$ cat config.mk
export PLATFORM = sky130hd
export DESIGN_NAME = dca_lpi_port_arbiter2
export DESIGN_NICKNAME = d
export VERILOG_FILES = /design/src/rtl/dca_lpi_port_arbiter2.sv
export SDC_FILE = /design/constraint.sdc
export NUM_CORES = 1
export LEC_CHECK = 0
export ABC_AREA = 1
export CAP_MARGIN = 10
export CORE_AREA = 5 5 164 166
export CTS_BUF_LIST = sky130_fd_sc_hd__clkbuf_4 sky130_fd_sc_hd__clkbuf_8 sky130_fd_sc_hd__clkbuf_16
export DETAILED_ROUTE_END_ITERATION = 7
export DIE_AREA = 0 0 169 171
export GPL_TIMING_DRIVEN = 0
export PLACE_DENSITY = 0.55
export SLEW_MARGIN = 20
export SYNTH_ARGS = -nofsm -noshare
export SYNTH_HDL_FRONTEND = slang
export SYNTH_SLANG_ARGS = --single-unit
$ cat constraint.sdc
create_clock -name clk -period 2.9 [get_ports clk]
set_clock_uncertainty 0.1 [all_clocks]
set_input_delay 0.435 -clock clk [delete_from_list [all_inputs] [get_ports clk]]
set_output_delay 0.435 -clock clk [all_outputs]
set_load 0.02 [all_outputs]
$ cat src/rtl/dca_lpi_port_arbiter2.sv
// dca_lpi_port_arbiter2
// Shares one LPI request/response port between two DCA matrix LSUs in front
// of the XMI bridge. Bursts are granted round-robin and held until the last
// request beat. The source of each granted burst is queued in an in-order
// tracker so responses can be steered back without touching the burden field.
//
// Ports
//   clk, rstnn            clock, asynchronous active-high reset
//   clear                 synchronous soft reset (wins over every other event)
//   busy                  grant held or responses still owed
//   err_orphan            sticky: response seen with nothing outstanding
//   m0_*/m1_*             requester-side request (q) and response (y) channels
//   s_*                   shared XMI-side request (q) and response (y) channels
module dca_lpi_port_arbiter2 #(
    parameter int BW_QDATA    = 96,
    parameter int BW_YDATA    = 40,
    parameter int OUTSTANDING = 4
) (
    input  logic                clk,
    input  logic                rstnn,
    input  logic                clear,
    output logic                busy,
    output logic                err_orphan,
    input  logic                m0_qvalid,
    input  logic                m0_qlast,
    input  logic [BW_QDATA-1:0] m0_qdata,
    output logic                m0_qready,
    output logic                m0_yvalid,
    output logic                m0_ylast,
    output logic [BW_YDATA-1:0] m0_ydata,
    input  logic                m0_yready,
    input  logic                m1_qvalid,
    input  logic                m1_qlast,
    input  logic [BW_QDATA-1:0] m1_qdata,
    output logic                m1_qready,
    output logic                m1_yvalid,
    output logic                m1_ylast,
    output logic [BW_YDATA-1:0] m1_ydata,
    input  logic                m1_yready,
    output logic                s_qvalid,
    output logic                s_qlast,
    output logic [BW_QDATA-1:0] s_qdata,
    input  logic                s_qready,
    input  logic                s_yvalid,
    input  logic                s_ylast,
    input  logic [BW_YDATA-1:0] s_ydata,
    output logic                s_yready
);
    localparam int PW = $clog2(OUTSTANDING);
    localparam logic [PW:0] PTR_ONE = 1;

    typedef enum logic [1:0] {IDLE, GRANT0, GRANT1} state_t;

    state_t                 r_state, w_state_nxt;
    logic                   r_rr_last;
    logic                   r_err_orphan;
    logic [OUTSTANDING-1:0] r_trk;          // one source bit per outstanding burst
    logic [PW:0]            r_wptr, r_rptr; // extra MSB separates full from empty

    logic w_empty, w_full, w_head;
    logic w_push, w_push_id, w_pop;

    assign w_empty = (r_wptr == r_rptr);
    assign w_full  = (r_wptr[PW] != r_rptr[PW]) && (r_wptr[PW-1:0] == r_rptr[PW-1:0]);
    assign w_head  = r_trk[r_rptr[PW-1:0]];

    // Request side: arbitration in IDLE, pass-through while granted.
    always_comb begin
        w_state_nxt = r_state;
        w_push      = 1'b0;
        w_push_id   = 1'b0;
        s_qvalid    = 1'b0;
        s_qlast     = 1'b0;
        s_qdata     = '0;
        m0_qready   = 1'b0;
        m1_qready   = 1'b0;
        case (r_state)
            IDLE: begin
                // Full is the registered flag: a pop this cycle does not free a slot yet.
                if (!w_full && (m0_qvalid || m1_qvalid)) begin
                    w_push      = 1'b1;
                    w_push_id   = (m0_qvalid && m1_qvalid) ? ~r_rr_last : m1_qvalid;
                    w_state_nxt = w_push_id ? GRANT1 : GRANT0;
                end
            end
            GRANT0: begin
                s_qvalid  = m0_qvalid;
                s_qlast   = m0_qlast;
                s_qdata   = m0_qdata;
                m0_qready = s_qready;
                if (m0_qvalid && s_qready && m0_qlast) w_state_nxt = IDLE;
            end
            GRANT1: begin
                s_qvalid  = m1_qvalid;
                s_qlast   = m1_qlast;
                s_qdata   = m1_qdata;
                m1_qready = s_qready;
                if (m1_qvalid && s_qready && m1_qlast) w_state_nxt = IDLE;
            end
            default: w_state_nxt = IDLE;
        endcase
    end

    // Response side: steered by the tracker head, fully gated when empty.
    always_comb begin
        s_yready  = 1'b0;
        m0_yvalid = 1'b0;
        m0_ylast  = 1'b0;
        m0_ydata  = '0;
        m1_yvalid = 1'b0;
        m1_ylast  = 1'b0;
        m1_ydata  = '0;
        if (!w_empty) begin
            s_yready  = w_head ? m1_yready : m0_yready;
            m0_yvalid = s_yvalid & ~w_head;
            m0_ylast  = s_ylast  & ~w_head;
            m1_yvalid = s_yvalid &  w_head;
            m1_ylast  = s_ylast  &  w_head;
            m0_ydata  = s_ydata;
            m1_ydata  = s_ydata;
        end
    end

    assign w_pop      = !w_empty && s_yvalid && s_yready && s_ylast;
    assign busy       = (r_state != IDLE) || !w_empty;
    assign err_orphan = r_err_orphan;

    always_ff @(posedge clk or posedge rstnn) begin
        if (rstnn) begin
            r_state      <= IDLE;
            r_rr_last    <= 1'b1;   // requester 0 wins the first tie
            r_err_orphan <= 1'b0;
            r_trk        <= '0;
            r_wptr       <= '0;
            r_rptr       <= '0;
        end else if (clear) begin
            r_state      <= IDLE;
            r_rr_last    <= 1'b1;
            r_err_orphan <= 1'b0;
            r_trk        <= '0;
            r_wptr       <= '0;
            r_rptr       <= '0;
        end else begin
            r_state <= w_state_nxt;
            if (w_push) begin
                r_trk[r_wptr[PW-1:0]] <= w_push_id;
                r_wptr                <= r_wptr + PTR_ONE;
                r_rr_last             <= w_push_id;
            end
            if (w_pop) r_rptr <= r_rptr + PTR_ONE;
            if (w_empty && s_yvalid) r_err_orphan <= 1'b1;
        end
    end

endmodule

# Yosys cells after proc, flatten, opt, wreduce, memory -nomap -nowiden
# Cells that the tools add are included.
[op_classes] n_addsub=2 bitwise=6 muxes=38 eq_ne=8 reduce_logical=22 n_lt_le_gt_ge=3
[op_table] operator="96-bit case mux with 2 select lines" count=1
[op_table] operator="40-bit 2-to-1 mux" count=1
[op_table] operator="1-bit 2-to-1 mux" count=19
[op_table] operator="1-bit logical AND" count=12
[op_table] operator="3-bit 2-to-1 mux" count=4
[op_table] operator="2-bit 2-to-1 mux" count=5
[op_table] operator="3-bit inequality test, second input constant" count=3
[op_table] operator="4-bit 2-to-1 mux" count=2
[op_table] operator="2-bit nonzero test" count=4
[op_table] operator="3-bit by 1-bit adder with 3-bit output, second input constant" count=2
[op_table] operator="2-bit by 3-bit less-than comparator with 1-bit output, second input constant" count=2
[op_table] operator="2-bit case mux with 3 select lines" count=1
[op_table] operator="1-bit bitwise AND" count=4
[op_table] operator="4-bit bitwise mux" count=1
[op_table] operator="1-bit case mux with 2 select lines" count=2
[op_table] operator="3-bit equality test" count=1
[op_table] operator="3-bit AND reduction" count=1
[op_table] operator="1-bit binary-select mux with 2-bit select" count=1
[op_table] operator="1-bit demux with 2-bit select" count=1
[op_table] operator="2-bit by 1-bit equality test with 1-bit output, second input constant" count=1
[op_table] operator="2-bit equality test" count=1
[op_table] operator="2-bit equality test, second input constant" count=1
[op_table] operator="2-bit by 1-bit >= comparator with 1-bit output, second input constant" count=1
[op_table] operator="1-bit logical NOT" count=2
[op_table] operator="other kinds (4)" count=6
[word_totals] out_inout_bits=187 wordCells=85 reg_bits=14

# Longest topological paths before layout
# Gate-level depths: netlist of the first run.
[depth] depth_word=9 mapped_depth=10 ltp_nobuf=10

# Least setup slack after synthesis of the first run
# No wires, ideal clock.
[synth_path] path_type="reg-to-output" start="reg r_state[1]" end="out s_qdata[52]" stages_incl_launch_ff=8 required_ns=2.365 setup_slack_ns=0.834 t_arrival_ns=1.531 path_cell_list="dfrtp_1 > inv_1 > ha_1 > buf_2 > buf_2 > buf_2 > nand2_1 > a21oi_1"
[synth_via] elab_chain_len=2 elab_cells_between_ends=3 cone_classes="2 x eq/ne; 1 x mux"
[synth_rtl] item="start, declared" line="54" text="state_t r_state, w_state_nxt;"
[synth_rtl] item="start signal, assigned" line="144" text="r_state <= w_state_nxt;"
[synth_rtl] item="2-bit equality test or 2-bit by 1-bit equality test with 1-bit output (tied branches)" line="77" text="case (r_state)"
[synth_rtl] item="96-bit case mux with 2 select lines *" line="77"
[synth_rtl] item="end, declared" line="42" text="output logic [BW_QDATA-1:0] s_qdata,"
# Mark *: on every way between the ends. The rest lies on a longest branch, timed or not.

# Final worst setup path of the first run
[layout_path] start="reg r_state[1]" end="out s_qdata[83]"
# The elaborated chain is that of the path after synthesis.

==> results.toml, run 1 <==
[placed_design]
gp_congestion = 0.878
io_buffers = 429
dp.cells = 1355
place_hpwl_mm = 19.1

[hold_path]
hold_class = "reg -> reg"
hold_depth = 2

[pwr]
p_per_area_nw_per_um2 = 813
leakagePower_nw = 4.10
max-vdd-ir-drop_uv = 550
power_mw = 6.45

[synth]
synthesis.area_um2 = 3000
yosysSeqAreaShare_pct = 11.7
postSynthAreaPerCell_um2 = 5.07
synthTopCellsByArea = "nand2_1 (35%), a21oi_1 (17%), buf_4 (11%)"
ys.flop_type = "dfrtp_1"
synth_cell_types = 24
ys_ff_latch = 14
synth_cells = 591
ys_async_sr_fraction_pct = 100
netlist.area_leader.share_pct = 34.7
synth_edf_count = 0
synth_top_area_cell = "nand2_1"
yosysWarnings = 0
syn-num-nets = 843

[die]
io_pins = 431
fp.dieW_um = 169
die_h_um = 171
start_util_pct = 11.8
dieArea_um2 = 28900
coreArea_um2 = 25500
num_rows = 59

[clocking]
cts.path.max_buffers = 2
clk_pin_slew_ns = 0.05
hold_buffers = 0
cts_tree = "built"
cts_made_buffers = 3
cts_root_buffer = "clkbuf_16"
numClockSinks = 14
insertion_delay_ns = 0.25
cts_setup_buffers = 0
ctsHtreeMaxLevel = 1

[drt]
via_per_inst = 3.81
ant_nets = 0
drt_iter0_drc = 146
drtPass1Iterations = 4
drc = 0
via_count = 5188
wl_mm = 21.8
wl_per_cell_um = 16.0

[run]
maxCapViolCount = 0

[worst_setup_path]
cp_max_fo = 10
critPathLaunchType = "flip-flop"
crit_required_ns = 2.37
rr_worst_depth = 8
r2r_slack_ns = 1.34
end_kind = "output pin"
crit_arrival_ns = 2.25
worstSetupPathType = "reg -> out"

[sta]
timing.final.crit_share_pct = 96.2
max-slew-margin-rel_pct = 61.5
hold_viol = 0
slew_viol_final = 0
worst-slew-pin-transition_ns = 0.578
setup_viol = 0
rsz0062_at_grt = "false"
min_period_ns = 2.79
max_freq_ghz = 0.358

[final_layout]
syn2layout_area_growth_pct = 165
fin_cells = 1360
final_util_pct = 31.2
drive_gt1_share_pct = 9.96
final_net_count = 1277

[grt]
grt_max_degree = 15
gr-total-overflow = 0
antenna_found_initial = 1
grt_pass1_vias = 5198
grt_pass1_wl_mm = 30.9
track_usage_pct = 13.7

[run_status]
status = "completed"
==> metal layers <==
metal	GRT usage (%)	routed length, um	up-vias
li1	-	-	2648
met1	15.2	8260	2257
met2	25.9	10800	270
met3	4.46	2340	13
met4	1.96	327	0
met5	0	0	-
==> timing repair <==
item | CTS | global route
gates resized for setup | 63 | 66
endpoints found under the setup margin | 100 | 92
cloned | 0 | 0
==> cell usage after synthesis, drive strengths merged (2+ instances only) <==
library cell	instances
nand2	280
buf	53
inv	60
ha	8
a21oi	99
clkbuf	25
nand3	25
dfrtp	13
or2	6
nor3	5
o21ai	2
xnor2	3
nor2	6
==> final timing paths <==
kind | startpoint | end
worst min register to register | r_trk[2] | r_trk[2]
min in group asynchronous | rstnn | r_trk[0]
max in group asynchronous | rstnn | r_wptr[1]
worst max-delay path | r_state[1] | s_qdata[83]
worst max register to register | r_state[0] | r_trk[3]
worst min-delay path | r_trk[2] | r_trk[2]
==> where the power goes <==
group	switching [mW]	total [mW]	internal, mW
sequential	0.0593	0.308	0.249
combinational	3.20	5.85	2.65
clock	0.0824	0.291	0.209
total	3.34	6.45	3.11
==> cells by family (layout without fill, tap and decap cells) <==
group | count (synthesis) | in the layout | synth area share [%]
xor+xnor | 4 | 4 | 1.17
compound gates | 102 | 102 | 17.1
simple gates | 324 | 324 | 43.4
flops | 14 | 14 | 11.7
fa+ha+maj | 8 | 8 | 3.34
buf+inv | 139 | 572 | 23.2
other cells | 0 | 1 | 0
==> through the flow <==
stage	TNS [ns]	worst slack (ns)	hold slack, ns	instance area [um^2]
after floorplan	0	0.834	0.224	3000
after CTS	0	0.00321	0.373	7830
after detailed placement	-6.55	-0.384	0.361	7710
after global placement	-6.02	-0.398	0.362	7710
after global routing	0	0.00228	0.397	7940
final	0	0.110	0.378	7940
==> critical path, stage by stage (launching register included) <==
cell	delay, ns
dfrtp_1	0.41
inv_1	0.09
ha_1	0.15
buf_4	0.21
clkbuf_4	0.25
nand2_1	0.08
a21oi_1	0.17
clkdlybuf4s50_1	0.65
==> registers in the layout (all words and copies together) (netlist names) <==
| register | flops |
|---|---|
| err_orphan | 1 |
| r_rptr | 3 |
| r_rr_last | 1 |
| r_state | 2 |
| r_trk | 4 |
| r_wptr | 3 |
==> cells in the final DEF, fill, tap and decap left out, types with 2 or more instances in the layout <==
cell and n:
buf_4 51, nor3_1 5, nand2_1 277, xnor2_2 2, ha_1 8, clkbuf_1 3
clkbuf_16 3, clkdlybuf4s50_1 362, nand3_2 3, nor2_1 6, buf_2 5, or2_2 6
dlygate4sd2_1 21, nand3_1 22, nand2_2 3, clkbuf_4 6, a21oi_1 99, inv_1 59
dlymetal6s2s_1 40, dfrtp_1 13, clkbuf_2 18, o21ai_0 2
==> cell type report <==
cell class                 count  area (um^2)
buffer                        78          529
timing repair buffer         429         4340
tap                          335          419
fill                        2839        17500
clock buffer                   4         88.8
multi-input combinational    438         1970
sequential                    14          352
inverter                      61          231
antenna                        1         2.50
No activity file was read; power rests on OpenSTA's default activity.
==> run 2: changes to the inputs <==
--- a/config.mk
+++ b/config.mk
@@ -13,7 +13,7 @@
 export DIE_AREA = 0 0 169 171
 export GPL_TIMING_DRIVEN = 0
 export PLACE_DENSITY = 0.55
-export SLEW_MARGIN = 20
+export SLEW_MARGIN = 40
 export SYNTH_ARGS = -nofsm -noshare
 export SYNTH_HDL_FRONTEND = slang
 export SYNTH_SLANG_ARGS = --single-unit
==> results of run 2 <==
No change in the layout: final DEF, timing and power equal those of run 1.
==> RTL edit, RTL diff (config.mk and constraints of run 1) <==
Change the parameter `OUTSTANDING` from 4 to 8.
--- a/src/rtl/dca_lpi_port_arbiter2.sv
+++ b/src/rtl/dca_lpi_port_arbiter2.sv
@@ -14,7 +14,7 @@
 module dca_lpi_port_arbiter2 #(
     parameter int BW_QDATA    = 96,
     parameter int BW_YDATA    = 40,
-    parameter int OUTSTANDING = 4
+    parameter int OUTSTANDING = 8
 ) (
     input  logic                clk,
     input  logic                rstnn,
Behaviour: not the same (a bounded check fails within 10 cycles, from zero or initial values and one cycle with rstnn high).
==> RTL edit against run 1 <==
  * Sequential share of layout area is 1.5 points higher
  * Sequential cell count is 6 higher
  * Area after synthesis is 14% higher
  * Power is 3.8% lower
  * Global-route usage is 0.22 points higher
  * Worst setup slack worse by 7.9 ps
  * Utilization is 2.0 points higher
  * Count of clock-buffer cells in the layout is 1 lower
  * Final area is 6.4% higher
  * Wire length is 2.0% higher
  * Critical endpoint is now m1_qready
==> RTL edit: results (changes against run 1) <==
slowest cell delay on critical path: 600 ps (-50 ps)
1st-iter DRT viols: 154 (+5.5%)
Regs by FF count: r_trk (8), r_rptr (4), r_wptr (4)
Final #Nets: 1337 (+4.7%)
Inverters: 72 (+18%)
nonclk buf count: 513 (+1.2%)
Gates resized, CTS repair: 81 (+29%)
relative slew slack: 0.420 (-0.195)
Reg area: 502 um^2 (+43%)
pin count of the biggest net entering global routing: 21 (+6)
multi-input combinational area share: 0.256 (+0.00746)
layout cells sized above 1: 0.0948 (-0.00485)
Critical R2R Capture: r_state[1]$_DFFE_PP0P_
dpl ws: -392 ps (-8.09 ps)
status: finished, final reports clean
register area share after synthesis: 0.147 (+0.0299)
final std cells w/o fill: 1422 (+4.6%)
met1 global-route usage: 0.157 (+0.00487)
final worst setup slack: 102 ps (-7.87 ps)
Peak VDD IR: 0.516 mV (-6.1%)
Routed met1 length: 8470 um (+2.5%)
vias in the first global route: 5459 (+5.0%)
# placed instances: 1417 (+4.6%)
number of distinct library cells after synthesis: 28 (+17%)
# diodes: 0 (-1)
met3 WL: 2240 um (-4.3%)
-- RTL edit: changes by cell type after synthesis, moves of 3 or more --
cell     delta
o21ai_0     +4
nand2_1    -25
nor2_1     +48
nand3_1    +10
nand4_1     +6
nand3_2     -3
or2_2       -5
inv_1      +10
ha_1        -3
dfrtp_1     +6
-- RTL edit: stage by stage --
step,TNS (ps),area [um^2]
detailed placement,-23090,8130
floorplan,0,3410
CTS,0,8240
global placement,-21110,8130
global route,-18.1,8450
finish,0,8450
-- RTL edit: worst min path at each step --
stage	from	end	slack, ps	cells after the start
after CTS	r_trk[6]$_DFFE_PP0P_	r_trk[6]$_DFFE_PP0P_	380	2
after global routing	r_trk[6]$_DFFE_PP0P_	r_trk[6]$_DFFE_PP0P_	420	2
after detailed placement	r_trk[6]$_DFFE_PP0P_	r_trk[6]$_DFFE_PP0P_	370	2
after global placement	r_trk[7]$_DFFE_PP0P_	r_trk[7]$_DFFE_PP0P_	360	2
final	r_trk[6]$_DFFE_PP0P_	r_trk[6]$_DFFE_PP0P_	380	2
after floorplan	rstnn	err_orphan$_DFFE_PP0P_	300	1
-- RTL edit: cell families (layout without fill, tap and decap cells) --
| group | count (synthesis) | in the layout | synth area share |
|---|---|---|---|
| xor+xnor | 6 | 6 | 0.0176 |
| buf+inv | 154 | 589 | 0.227 |
| flops | 20 | 20 | 0.147 |
| fa+ha+maj | 5 | 5 | 0.0184 |
| compound gates | 107 | 107 | 0.159 |
| simple gates | 360 | 360 | 0.431 |
-- RTL edit: power by group through the flow --
stage | registers (mW) | logic, mW | clock network, mW
floorplan | 0.367 | 2.95 | 0
global placement | 0.370 | 5.52 | 0
detailed placement | 0.370 | 5.54 | 0
finish | 0.368 | 5.46 | 0.384
CTS | 0.369 | 5.54 | 0.390
global route | 0.375 | 5.88 | 0.405
